### config.mk
export PLATFORM = sky130hd
export DESIGN_NAME = instr_encoder
export DESIGN_NICKNAME = d
export VERILOG_FILES = /design/src/rtl/instr_encoder_pkg.sv /design/src/rtl/instr_encoder_enc_fifo.sv /design/src/rtl/instr_encoder.sv
export SDC_FILE = /design/constraint.sdc
export NUM_CORES = 1
export LEC_CHECK = 0
export CAP_MARGIN = 25
export CORE_UTILIZATION = 35
export CTS_CLUSTER_DIAMETER = 50
export CTS_CLUSTER_SIZE = 40
export DETAILED_ROUTE_END_ITERATION = 12
export GPL_TIMING_DRIVEN = 0
export PLACE_DENSITY = 0.53
export SLEW_MARGIN = 20
export SYNTH_ARGS = -nofsm -noshare
export SYNTH_HDL_FRONTEND = slang
export SYNTH_SLANG_ARGS = --single-unit
### constraint.sdc
create_clock -name clk -period 6.3 [get_ports clk]
set_input_delay 1.26 -clock clk [delete_from_list [all_inputs] [get_ports clk]]
set_output_delay 1.26 -clock clk [all_outputs]
set_load 0.02 [all_outputs]
### src/rtl/instr_encoder_pkg.sv
// Shared instruction-kind enum, MIPS opcode/funct constants and the writer
// FSM state type. The decoder imports the same opcode/funct constants.
package instr_encoder_pkg;

  typedef enum logic [2:0] {
    KIND_ADD  = 3'd0,
    KIND_SUB  = 3'd1,
    KIND_ADDI = 3'd2,
    KIND_LW   = 3'd3,
    KIND_SW   = 3'd4,
    KIND_BEQ  = 3'd5,
    KIND_J    = 3'd6,
    KIND_NOP  = 3'd7
  } kind_e;

  localparam logic [5:0] OP_RTYPE  = 6'h00;
  localparam logic [5:0] OP_ADDI   = 6'h08;
  localparam logic [5:0] OP_LW     = 6'h23;
  localparam logic [5:0] OP_SW     = 6'h2B;
  localparam logic [5:0] OP_BEQ    = 6'h04;
  localparam logic [5:0] OP_J      = 6'h02;
  localparam logic [5:0] FUNCT_ADD = 6'h20;
  localparam logic [5:0] FUNCT_SUB = 6'h22;

  // IDLE: buffer empty; RUN: words waiting to be written; FULL: imem exhausted
  typedef enum logic [1:0] {
    S_IDLE = 2'd0,
    S_RUN  = 2'd1,
    S_FULL = 2'd2
  } enc_state_e;

  // Control-transfer instructions that get a delay-slot NOP when padding is on
  function automatic logic needs_pad(kind_e k);
    return (k == KIND_BEQ) || (k == KIND_J);
  endfunction

endpackage

### src/rtl/instr_encoder_enc_fifo.sv
// Synchronous 32-bit FIFO for encoded words. Accepts one or two words per
// push (second word lands in the following slot), one pop per cycle, and a
// flush that empties it. Caller guarantees no overflow/underflow.
module enc_fifo #(
  parameter int DEPTH = 4,
  parameter int CW    = $clog2(DEPTH) + 1
) (
  input  logic          clk,
  input  logic          rst_i,
  input  logic          flush_i,
  input  logic          push_i,
  input  logic          push2_i,
  input  logic [31:0]   w0_i,
  input  logic [31:0]   w1_i,
  input  logic          pop_i,
  output logic [31:0]   head_o,
  output logic [CW-1:0] count_o
);

  localparam int PW = $clog2(DEPTH);

  logic [31:0]   mem_q [DEPTH];
  logic [PW-1:0] wr_q;
  logic [PW-1:0] rd_q;
  logic [CW-1:0] cnt_q;
  logic [CW-1:0] n_push;

  assign n_push  = !push_i ? '0 : (push2_i ? CW'(2) : CW'(1));
  assign head_o  = mem_q[rd_q];
  assign count_o = cnt_q;

  // Storage write; flush wins so words pushed in a flush cycle are dropped
  always_ff @(posedge clk) begin
    if (push_i && !flush_i && !rst_i) begin
      mem_q[wr_q] <= w0_i;
      if (push2_i) begin
        mem_q[wr_q + PW'(1)] <= w1_i;
      end
    end
  end

  // Pointers and occupancy
  always_ff @(posedge clk) begin
    if (rst_i || flush_i) begin
      wr_q  <= '0;
      rd_q  <= '0;
      cnt_q <= '0;
    end else begin
      wr_q  <= wr_q + PW'(n_push);
      if (pop_i) begin
        rd_q <= rd_q + PW'(1);
      end
      cnt_q <= cnt_q + n_push - CW'(pop_i);
    end
  end

endmodule

### src/rtl/instr_encoder.sv
// Instruction writer: encodes symbolic requests into MIPS-subset words,
// buffers them and streams them into imem from BASE_ADDR upward, stopping
// (FULL) after the last imem word. Build macro ENC_DELAY_SLOT_PAD_EN adds a
// NOP after every BEQ/J.
//
// Handshakes: a request transfers on a cycle where req_valid && req_ready;
// a word transfers to imem on a cycle where imem_we && imem_ready, and
// imem_we/imem_addr/imem_wdata hold steady until that happens.
module instr_encoder
  import instr_encoder_pkg::*;
#(
  parameter int FIFO_DEPTH = 4,
  parameter int ADDR_W     = 8,
  parameter int BASE_ADDR  = 0
) (
  input  logic              clk,
  input  logic              rst,
  input  logic              req_valid,
  output logic              req_ready,
  input  logic [2:0]        req_kind,
  input  logic [4:0]        req_rs,
  input  logic [4:0]        req_rt,
  input  logic [4:0]        req_rd,
  input  logic [15:0]       req_imm,
  input  logic [25:0]       req_target,
  input  logic              rewind,
  input  logic              imem_ready,
  output logic              imem_we,
  output logic [ADDR_W-1:0] imem_addr,
  output logic [31:0]       imem_wdata,
  output logic              imem_full,
  output logic [ADDR_W:0]   word_count,
  output logic [1:0]        dbg_state
);

  localparam int                CW   = $clog2(FIFO_DEPTH) + 1;
  localparam logic [ADDR_W-1:0] BASE = ADDR_W'(BASE_ADDR);
  localparam logic [ADDR_W-1:0] LAST = '1;

  enc_state_e        state_q, state_d;
  logic [ADDR_W-1:0] addr_q, addr_d;
  logic [ADDR_W:0]   wcnt_q, wcnt_d;

  kind_e         kind;
  logic          pad_req;
  logic          accept;
  logic          pop;
  logic          last_write;
  logic          flush;
  logic [31:0]   enc_word;
  logic [31:0]   fifo_head;
  logic [CW-1:0] fifo_count;
  logic [CW-1:0] free_slots;
  logic [CW-1:0] n_words;
  logic [CW-1:0] occ_next;

  function automatic logic [31:0] encode(kind_e k, logic [4:0] rs, logic [4:0] rt,
                                         logic [4:0] rd, logic [15:0] imm,
                                         logic [25:0] tgt);
    case (k)
      KIND_ADD:  return {OP_RTYPE, rs, rt, rd, 5'd0, FUNCT_ADD};
      KIND_SUB:  return {OP_RTYPE, rs, rt, rd, 5'd0, FUNCT_SUB};
      KIND_ADDI: return {OP_ADDI, rs, rt, imm};
      KIND_LW:   return {OP_LW, rs, rt, imm};
      KIND_SW:   return {OP_SW, rs, rt, imm};
      KIND_BEQ:  return {OP_BEQ, rs, rt, imm};
      KIND_J:    return {OP_J, tgt};
      default:   return 32'h0;
    endcase
  endfunction

  assign kind     = kind_e'(req_kind);
  assign enc_word = encode(kind, req_rs, req_rt, req_rd, req_imm, req_target);

`ifdef ENC_DELAY_SLOT_PAD_EN
  assign pad_req = needs_pad(kind);
`else
  assign pad_req = 1'b0;
`endif

  // Ready uses current occupancy only: no credit for a pop in the same cycle
  assign free_slots = CW'(FIFO_DEPTH) - fifo_count;
  assign req_ready  = !rst && !rewind && (state_q != S_FULL) &&
                      (free_slots >= (pad_req ? CW'(2) : CW'(1)));
  assign accept     = req_valid && req_ready;
  assign n_words    = !accept ? '0 : (pad_req ? CW'(2) : CW'(1));

  // RUN always means the buffer holds at least one word
  assign imem_we    = !rst && !rewind && (state_q == S_RUN);
  assign pop        = imem_we && imem_ready;
  assign last_write = pop && (addr_q == LAST);
  assign flush      = rewind || last_write;
  assign occ_next   = fifo_count + n_words - CW'(pop);

  assign imem_addr  = addr_q;
  assign imem_wdata = imem_we ? fifo_head : 32'h0;
  assign imem_full  = (state_q == S_FULL);
  assign word_count = wcnt_q;
  assign dbg_state  = state_q;

  enc_fifo #(
    .DEPTH (FIFO_DEPTH),
    .CW    (CW)
  ) u_fifo (
    .clk     (clk),
    .rst_i   (rst),
    .flush_i (flush),
    .push_i  (accept),
    .push2_i (accept && pad_req),
    .w0_i    (enc_word),
    .w1_i    (32'h0),
    .pop_i   (pop),
    .head_o  (fifo_head),
    .count_o (fifo_count)
  );

  // Next state, address and word count; rewind overrides everything
  always_comb begin
    state_d = state_q;
    addr_d  = addr_q;
    wcnt_d  = wcnt_q;
    if (rewind) begin
      state_d = S_IDLE;
      addr_d  = BASE;
      wcnt_d  = '0;
    end else begin
      if (pop) begin
        wcnt_d = wcnt_q + (ADDR_W+1)'(1);
        if (!last_write) begin
          addr_d = addr_q + ADDR_W'(1);
        end
      end
      case (state_q)
        S_FULL: state_d = S_FULL;
        default: begin
          if (last_write) begin
            state_d = S_FULL;
          end else if (occ_next != '0) begin
            state_d = S_RUN;
          end else begin
            state_d = S_IDLE;
          end
        end
      endcase
    end
  end

  // State register
  always_ff @(posedge clk) begin
    if (rst) begin
      state_q <= S_IDLE;
      addr_q  <= BASE;
      wcnt_q  <= '0;
    end else begin
      state_q <= state_d;
      addr_q  <= addr_d;
      wcnt_q  <= wcnt_d;
    end
  end

endmodule
# Yosys cells after proc, flatten, opt, wreduce, memory -nomap -nowiden
# Memory sizes are Yosys's and may differ from the RTL's. A register that Yosys moved wholly into a read port is not among the register bits.
# Cells that the tools add are included.
# W data, S select, Z words.
# totals
word_cells	56
mem_count	1
out_inout_bits	54
ff_bits	26
mem_bits_rw	128
rom_bits	0
in_bits	65
latch_bits	0
# classes
n_eq_ne	10
n_mux	10
mul	0
reduce_logical	19
addsub	7
n_bitwise	1
shifts	0
div	0
n_lt_le_gt_ge	1
# memory_table
name	depth	width	read_ports	rd_clocked_by_memory_dff	wr	line_no	text
u_fifo.mem_q	4	32	1	1	1	instr_encoder_enc_fifo.sv:22	logic [31:0] mem_q [DEPTH];
# ops
op	n
$pmux W32 S7	1
$mux W32	1
$add A9 B1 Y9 const B	1
$eq A3 B3 Y1 const B	3
$logic_and A1 B1 Y1	9
$add A8 B1 Y8 const B	1
$eq A8 B8 Y1 const B	1
$mux W2	4
$eq A3 B2 Y1 const B	2
$mux W1	4
$reduce_or A4 Y1	1
$add A3 B3 Y3	1
$eq A3 B1 Y1 const B	1
$ge A3 B1 Y1 const B	1
$logic_not A1 Y1	3
$logic_not A3 Y1	1
$reduce_bool A3 Y1	1
$sub A3 B1 Y3	1
$sub A3 B3 Y3 const A	1
$add A2 B1 Y2 const B	1
$add A2 B2 Y2	1
$eq A2 B1 Y1 const B	1
$eq A2 B2 Y1 const B	1
$logic_or A1 B1 Y1	2
4 further kinds	4

# Depth between registers and ports, before layout
# Gate-level depths: netlist of run 1.
# depth
ltp_word	12
depth_mapped	13
depth_no_buf	12

# Cells and area by module
# From an unflattened synthesis of run 1, not the netlist that was laid out.
# hier_totals
cells_unflattened	640
area_unflattened_um2	8698.3
# modules_own_cells
mod	area_per_inst_um2	n_inst	cells_per_inst
enc_fifo	6741.5	1	360
instr_encoder	1956.9	1	280

# Worst setup path before layout of run 1
# No wires, ideal clock.
# synth_path
path_type	input -> register
start	in rewind
end	mem u_fifo.mem_q[1][0], enable pin
arrival_time_ps	4900
setup_ps	461
path_stages	5
setup_slack_ps	939
path_cell_list	or2_2 -> clkbuf_1 -> a211oi_1 -> nand3_2 -> nor3b_1
# synth_lines
element	line_no	text
start, declared	instr_encoder.sv:26	input logic rewind,
$logic_not A1 Y1	instr_encoder.sv:83	assign req_ready = !rst && !rewind && (state_q != S_FULL) &&
$logic_and A1 B1 Y1 (3 in series)	instr_encoder.sv:83	
via req_ready	instr_encoder.sv:19	output logic req_ready,
$logic_and A1 B1 Y1	instr_encoder.sv:85	assign accept = req_valid && req_ready;
$logic_and A1 B1 Y1 (2 in series)	instr_encoder_enc_fifo.sv:34	if (push_i && !flush_i && !rst_i) begin
$mux W1	instr_encoder_enc_fifo.sv:34	
$mux W1 (implied by the code)	instr_encoder_enc_fifo.sv:35	mem_q[wr_q] <= w0_i;
end, declared	instr_encoder_enc_fifo.sv:22	
# The timed path passes the listed nets, and every way through them passes these cells.

# Worst setup path after layout of run 1
# layout_path
start	in rewind
end	out imem_wdata[1]
# layout_between
elab_chain_len	4
# layout_lines
element	line_no	text
$logic_not A1 Y1	instr_encoder.sv:89	assign imem_we = !rst && !rewind && (state_q == S_RUN);
$logic_and A1 B1 Y1 (2 in series)	instr_encoder.sv:89	
$mux W32	instr_encoder.sv:96	assign imem_wdata = imem_we ? fifo_head : 32'h0;
end, declared	instr_encoder.sv:30	output logic [31:0] imem_wdata,
# No other way between the ends.

==> results of run 1 <==
[cell usage in the layout, fill, tap and decap left out, drive strengths merged, types with 6 or more instances in the layout]
cell,n
nor2b,17
xnor2,10
nand2b,11
buf,21
and2,33
and3,6
a21oi,20
o21ai,25
clkdlybuf4s50,115
mux4,30
edfxtp,120
a22o,9
nor2,19
nand3,7
nand2,31
a211oi,8
inv,24
nor3,8
dfxtp,28
ha,7
clkbuf,40
[power breakdown]
| part | switching [W] | internal [W] |
|---|---|---|
| logic | 0.0000631 | 0.0000655 |
| clock network | 0.000404 | 0.000710 |
| registers | 0.00000239 | 0.00107 |
[per-stage QoR]
| step | setup slack [ps] | area (um^2) | hold slack, ps |
|---|---|---|---|
| after floorplan | 939.1 | 6494 | 489.3 |
| after global placement | -1481 | 7931 | 499.4 |
| after detailed placement | 974.2 | 8075 | 509.8 |
| after CTS | 964.5 | 8728 | 521.4 |
| after global routing | 832.6 | 8728 | 542.5 |
| final | 1033 | 8728 | 518.7 |
[worst paths after layout]
check        depth (start not counted)                           to
max                                  8                imem_wdata[1]
min                                  2  u_fifo.rd_q[1]$_SDFFE_PP0P_
max reg2reg                         13      dbg_state[0]$_SDFF_PP0_
min reg2reg                          2  u_fifo.rd_q[1]$_SDFFE_PP0P_
[per-layer routing]
metal | vias to the layer above | routed length [um]
li1 | 2032 | -
met3 | 15 | 699
met1 | 2104 | 6676
met2 | 120 | 7019
met5 | - | 0
met4 | 0 | 142
[worst min-delay path: stages, from the launching register on]
cell     delay, ps
dfxtp_1        320
xnor2_1        110
nor2_1          50
[cells by family (layout without fill, tap and decap cells)]
kind of cell    count (synthesis)  after routing  share of synthesized area
flops                         148            148                     0.6412
simple gates                  147            147                     0.1245
compound gates                 69             69                    0.06436
buf+inv                        49            210                    0.02986
mux                            30             30                     0.1040
xor+xnor                       14             14                    0.01888
fa+ha+maj                       8              8                    0.01657
other cells                     1              1                  0.0005775
[flip-flops by register name, indices dropped and copies added, names as in the netlist, named ones only]
name / cells
word_count: 9
dbg_state: 2
u_fifo.wr_q: 2
imem_addr: 8
u_fifo.mem_q: 120
u_fifo.count_o: 3
u_fifo.rd_q: 2
[final cells by class]
class / instances / area (um^2) / share of cell area
Clock inverter: 14 / 224.0 / 0.02566
Tap cell: 229 / 286.5 / 0.03283
Clock buffer: 18 / 429.2 / 0.04917
Buffer: 29 / 118.9 / 0.01362
Sequential cell: 148 / 4164 / 0.4771
Timing Repair Buffer: 129 / 1272 / 0.1458
Multi-Input combinational cell: 269 / 2158 / 0.2473
Inverter: 20 / 75.07 / 0.008601
==> results_dict.tcl, run 1 <==
set metrics [dict create \
    arrival_ps 4010 \
    critPathRequiredTime_ps 5040 \
    outcome "complete, but fails checks" \
    ctsResizeCount 0 \
    synth_top_area_cell "edfxtp_1" \
    clockRootBuffer "clkbuf_16" \
    layout.nets 687 \
    rows 49 \
    htree_levels 4 \
    dominantRegCellSynth "edfxtp_1" \
    syn-cell-area_um2 6494 \
    powerDensity_nw_per_um2 265.5 \
    synth.ff_latch_count 148 \
    first_pass_iters 9 \
    setup_violations 0 \
    finalMaxSlewViolations 0 \
    crit_buf_inv 6 \
    synthArstFlopShare 0 \
    syn_area_per_cell_um2 13.94 \
    vias_per_cell 4.989 \
    yosys.area.top_type_share 0.5549 \
    clk_pin_slew_ps 60 \
    p_total_w 0.002317 \
    netlist_top_cells_area "edfxtp_1 55%, mux4_2 10%, dfxtp_1 8.6%, and2_1 3.2%, o21ai_0 1.9%" \
    grt_max_degree 20 \
    grt_setup_unrepaired "false" \
    cts_hold_buffers 0 \
    max_freq_mhz 189.9 \
    start_kind "input port" \
    crit_path_start "rewind" \
    maxCapViolations 0 \
    cts_inserted_buffers 17 \
    r2r_start "dbg_state[0]$_SDFF_PP0_" \
    ys.warnings.count 0 \
    relSlewSlack 0.3938 \
    hp-start "u_fifo.rd_q[1]$_SDFFE_PP0P_" \
    port_buffers 115 \
    synth_enable_flop_cells 120 \
    synth_common_cells "120 x edfxtp_1, 33 x and2_1, 30 x mux4_2, 30 x nand2_1, 28 x dfxtp_1" \
    die_area_um2 19100 \
    fillers 1585 \
    vias 4271 \
    remaining_drc_errors 16 \
    dp_cells 824 \
    tightest_slew_ps 909.3 \
    rrSetupSlack_ps 3370 \
    worstSetupPathType "input port to primary output" \
    clock_latency_ps 410 \
    initial_core_util 0.3590 \
    worstPathCellList "clkdlybuf4s50_1 -> or4b_1 -> buf_2 -> inv_1 -> buf_2 -> clkbuf_1 -> and2_1 -> clkdlybuf4s50_1" \
    gr-usage-met2 0.2656 \
    grtUsageMet1 0.2078 \
    cp_max_fo 10 \
    drtAntennaViolNets 0 \
    hold_class "flop to flop" \
    p_leak_nw 2.924 \
    skew_ps 7.361 \
    grt_pass1_wl_um 23210 \
    wl_um 14540 \
    cp_top_family "buffers and inverters" \
    io-pin-count 119 \
    final_cells 856 \
    min_period_ps 5267 \
    top_usage_layer "met2" \
    synth_seq_area_share 0.6412 \
    synthCells 466 \
    die_w_um 138.2 \
    synth_fp_nets 539 \
    drtIter0Drc 256 \
    violations "design-rule violations" \
    cts.sinks 148 \
    drive_above_1_share 0.1388 \
    gr-usage-met3 0.04399 \
    grt_overflow 0 \
    slowest_delay_ps 610 \
    ir_drop_mv 0.1953 \
    final_util 0.4826 \
    hold_viol_final 0 \
    yosysUniqueCellTypes 44 \
    track_usage 0.1610 \
    fin_crit_sh 0.8360 \
    clock_path_buffers 2 \
    cts_tree "built" \
    place_congestion 0.8277 \
    grt_pass1_vias 4369 \
    antenna_found_initial 0 \
    dp.final_hpwl_um 10420 \
    setup_tns_ps 0 \
    area_growth_pct 34.41 \
    diodes 0 \
    cp-end-kind "primary output" \
    die_h_um 138.2 \
    core_um2 18090 \
    crit_slowest_cell "clkdlybuf4s50_1" \
    yosysMostFrequentCell "edfxtp_1" \
    cts_setup_buffers 0 \
    avgRoutedWirePerCell_um 16.98 \
]
Note: power is estimated with default switching activity, not from simulation.
==> run 2, diff against run 1 <==
Clock period 6.3 ns to 5 ns, I/O delays scaled along.
==> results of run 2 <==
The final DEF is identical to that of run 1. Status: complete, but fails checks: design-rule violations.
Among the figures that moved: setup slack after placement 974.2 ps -> 194.2 ps; setup slack after layout 1033 ps -> 253.3 ps; register-to-register setup slack 3370 ps -> 2070 ps; total power 0.002317 W -> 0.002919 W; worst IR drop on VDD 0.1953 mV -> 0.2460 mV
==> run 3, diff against run 2 <==
Settings changed: DONT_BUFFER_PORTS set to 1, PLACE_DENSITY 0.53 to 0.45.
==> results_dict.tcl, run 3 (synthesis gave the netlist of run 1 again) <==
set metrics [dict create \
    outcome "complete, but fails checks" \
    violations "design-rule violations" \
    diodes 0 \
    drtAntennaViolNets 0 \
    p_total_w 0.002788 \
    power_frac_comb 0.039 \
    hold_class "flop to flop" \
    initial_core_util 0.3590 \
    die_w_um 138.2 \
    ctsResizeCount 0 \
    wl_um 14780 \
    dr_wl_met2_um 7051 \
    pwr-share-clk 0.475 \
    holdWs_ps 528.6 \
    area_growth_pct 16.44 \
    hold_viol_final 0 \
    p_leak_nw 2.487 \
    cts.sinks 148 \
    htree_levels 4 \
    grt_pass1_vias 4040 \
    setup_tns_ps 0 \
    power_switching_w 0.0005679 \
    highest-signal-layer "met4" \
    clock_path_buffers 2 \
    grt_pass1_wl_um 23090 \
    cts_inserted_buffers 17 \
    ir_drop_mv 0.2346 \
    routed-wl-met3_um 867 \
    track_usage 0.1636 \
    p_sw_frac 0.2037 \
    maxCapViolations 0 \
    grt_overflow 0 \
    final_cells 742 \
    skew_ps 5.401 \
    place_ws_ps 735.4 \
    remaining_drc_errors 14 \
    die_area_um2 19100 \
    start_kind "input port" \
    drt-met1-wl_um 6678 \
    rows 49 \
    powerDensity_nw_per_um2 368.7 \
    clockRootBuffer "clkbuf_16" \
    setup_slack_ps 1099 \
    cts_hold_buffers 0 \
    cp_max_fo 10 \
    internal_power_w 0.002220 \
    io-pin-count 119 \
    vias_per_cell 5.160 \
    finalMaxSlewViolations 0 \
    worstSetupPathType "input port to primary output" \
    tightest_slew_ps 982.6 \
    setup_violations 0 \
    max_freq_mhz 256.3 \
    critPathRequiredTime_ps 4000 \
    drtIter0Drc 235 \
    fillers 1674 \
    arrival_ps 2900 \
    avgRoutedWirePerCell_um 19.92 \
    cp-end-kind "primary output" \
    cts_tree "built" \
    clock_latency_ps 420 \
    min_period_ps 3901 \
    port_buffers 0 \
    first_pass_iters 8 \
    largest_register_ffs 120 \
    final_common_cell "edfxtp_1" \
    layout.nets 573 \
    relSlewSlack 0.3410 \
    p_seq_frac 0.486 \
    drive_above_1_share 0.1676 \
    grt_setup_unrepaired "false" \
    largest-register "u_fifo.mem_q" \
    cts_setup_buffers 0 \
    fin_crit_sh 0.7803 \
    dp.final_hpwl_um 10420 \
    die_h_um 138.2 \
    dp_cells 710 \
    place_congestion 0.7860 \
    vias 3829 \
    mostFrequentLayoutCells "120 x edfxtp_1, 33 x and2_1, 30 x nand2_1, 30 x mux4_2, 28 x dfxtp_1" \
    core_um2 18090 \
    antenna_found_initial 0 \
    clk_pin_slew_ps 60 \
    grt_max_degree 21 \
]
## run 3: cell types whose count changed in the layout (fill, tap and decap cells not counted), sizes merged
cell / previous run / this run
buf: 21 / 22
bufinv: 5 / 4
clkdlybuf4s50: 115 / 0
clkinv: 2 / 6
clkinvlp: 3 / 4
inv: 24 / 20
## run 3: routing by layer
metal	up-vias	global-route usage
met4	0	0.05855
met2	107	0.2656
met5	-	0
met3	17	0.04641
li1	1803	-
met1	1902	0.2098
## run 3: final cells by class
class | instances | area [um^2] | area share
buffer | 29 | 118.9 | 0.01572
clock inverter | 14 | 185.2 | 0.02449
clock buffer | 18 | 429.2 | 0.05676
sequential | 148 | 4164 | 0.5507
multi-input combinational | 269 | 2158 | 0.2855
tap | 229 | 286.5 | 0.03790
timing repair buffer | 15 | 143.9 | 0.01903
inverter | 20 | 75.07 | 0.009929
## run 3: worst paths after layout
check             slack [ps]  cells after the start                             to                          from
setup / recovery        1100                      6                 imem_wdata[10]                        rewind
hold / removal           530                      2                           flop   u_fifo.rd_q[1]$_SDFFE_PP0P_
setup reg to reg        1490                     10  u_fifo.mem_q[1][12]$_DFFE_PP_  u_fifo.count_o[1]$_SDFF_PP0_
hold reg to reg          530                      2                           flop   u_fifo.rd_q[1]$_SDFFE_PP0P_
## run 3: metrics by stage
step                  util  area, um^2
floorplan                -        6494
global placement    0.3749        6780
detailed placement  0.3841        6947
CTS                 0.4181        7561
global route        0.4181        7561
finish              0.4181        7561
## run 3: critical path: stages
cell and delay, ps:
or4b_1 490, buf_2 190, inv_1 120, buf_2 260
clkbuf_1 440, and2_1 390
## run 3: power by group through the flow
stage / Sequential [W] / Clock [W] / Combinational (W)
6_report: 0.00135 / 0.00132 / 0.000109
3_5_place_dp: 0.00138 / 0 / 0.000111
4_1_cts: 0.00135 / 0.00135 / 0.000111
5_1_grt: 0.00135 / 0.00140 / 0.000122
3_3_place_gp: 0.00138 / 0 / 0.000102
2_1_floorplan: 0.00138 / 0 / 0.0000758
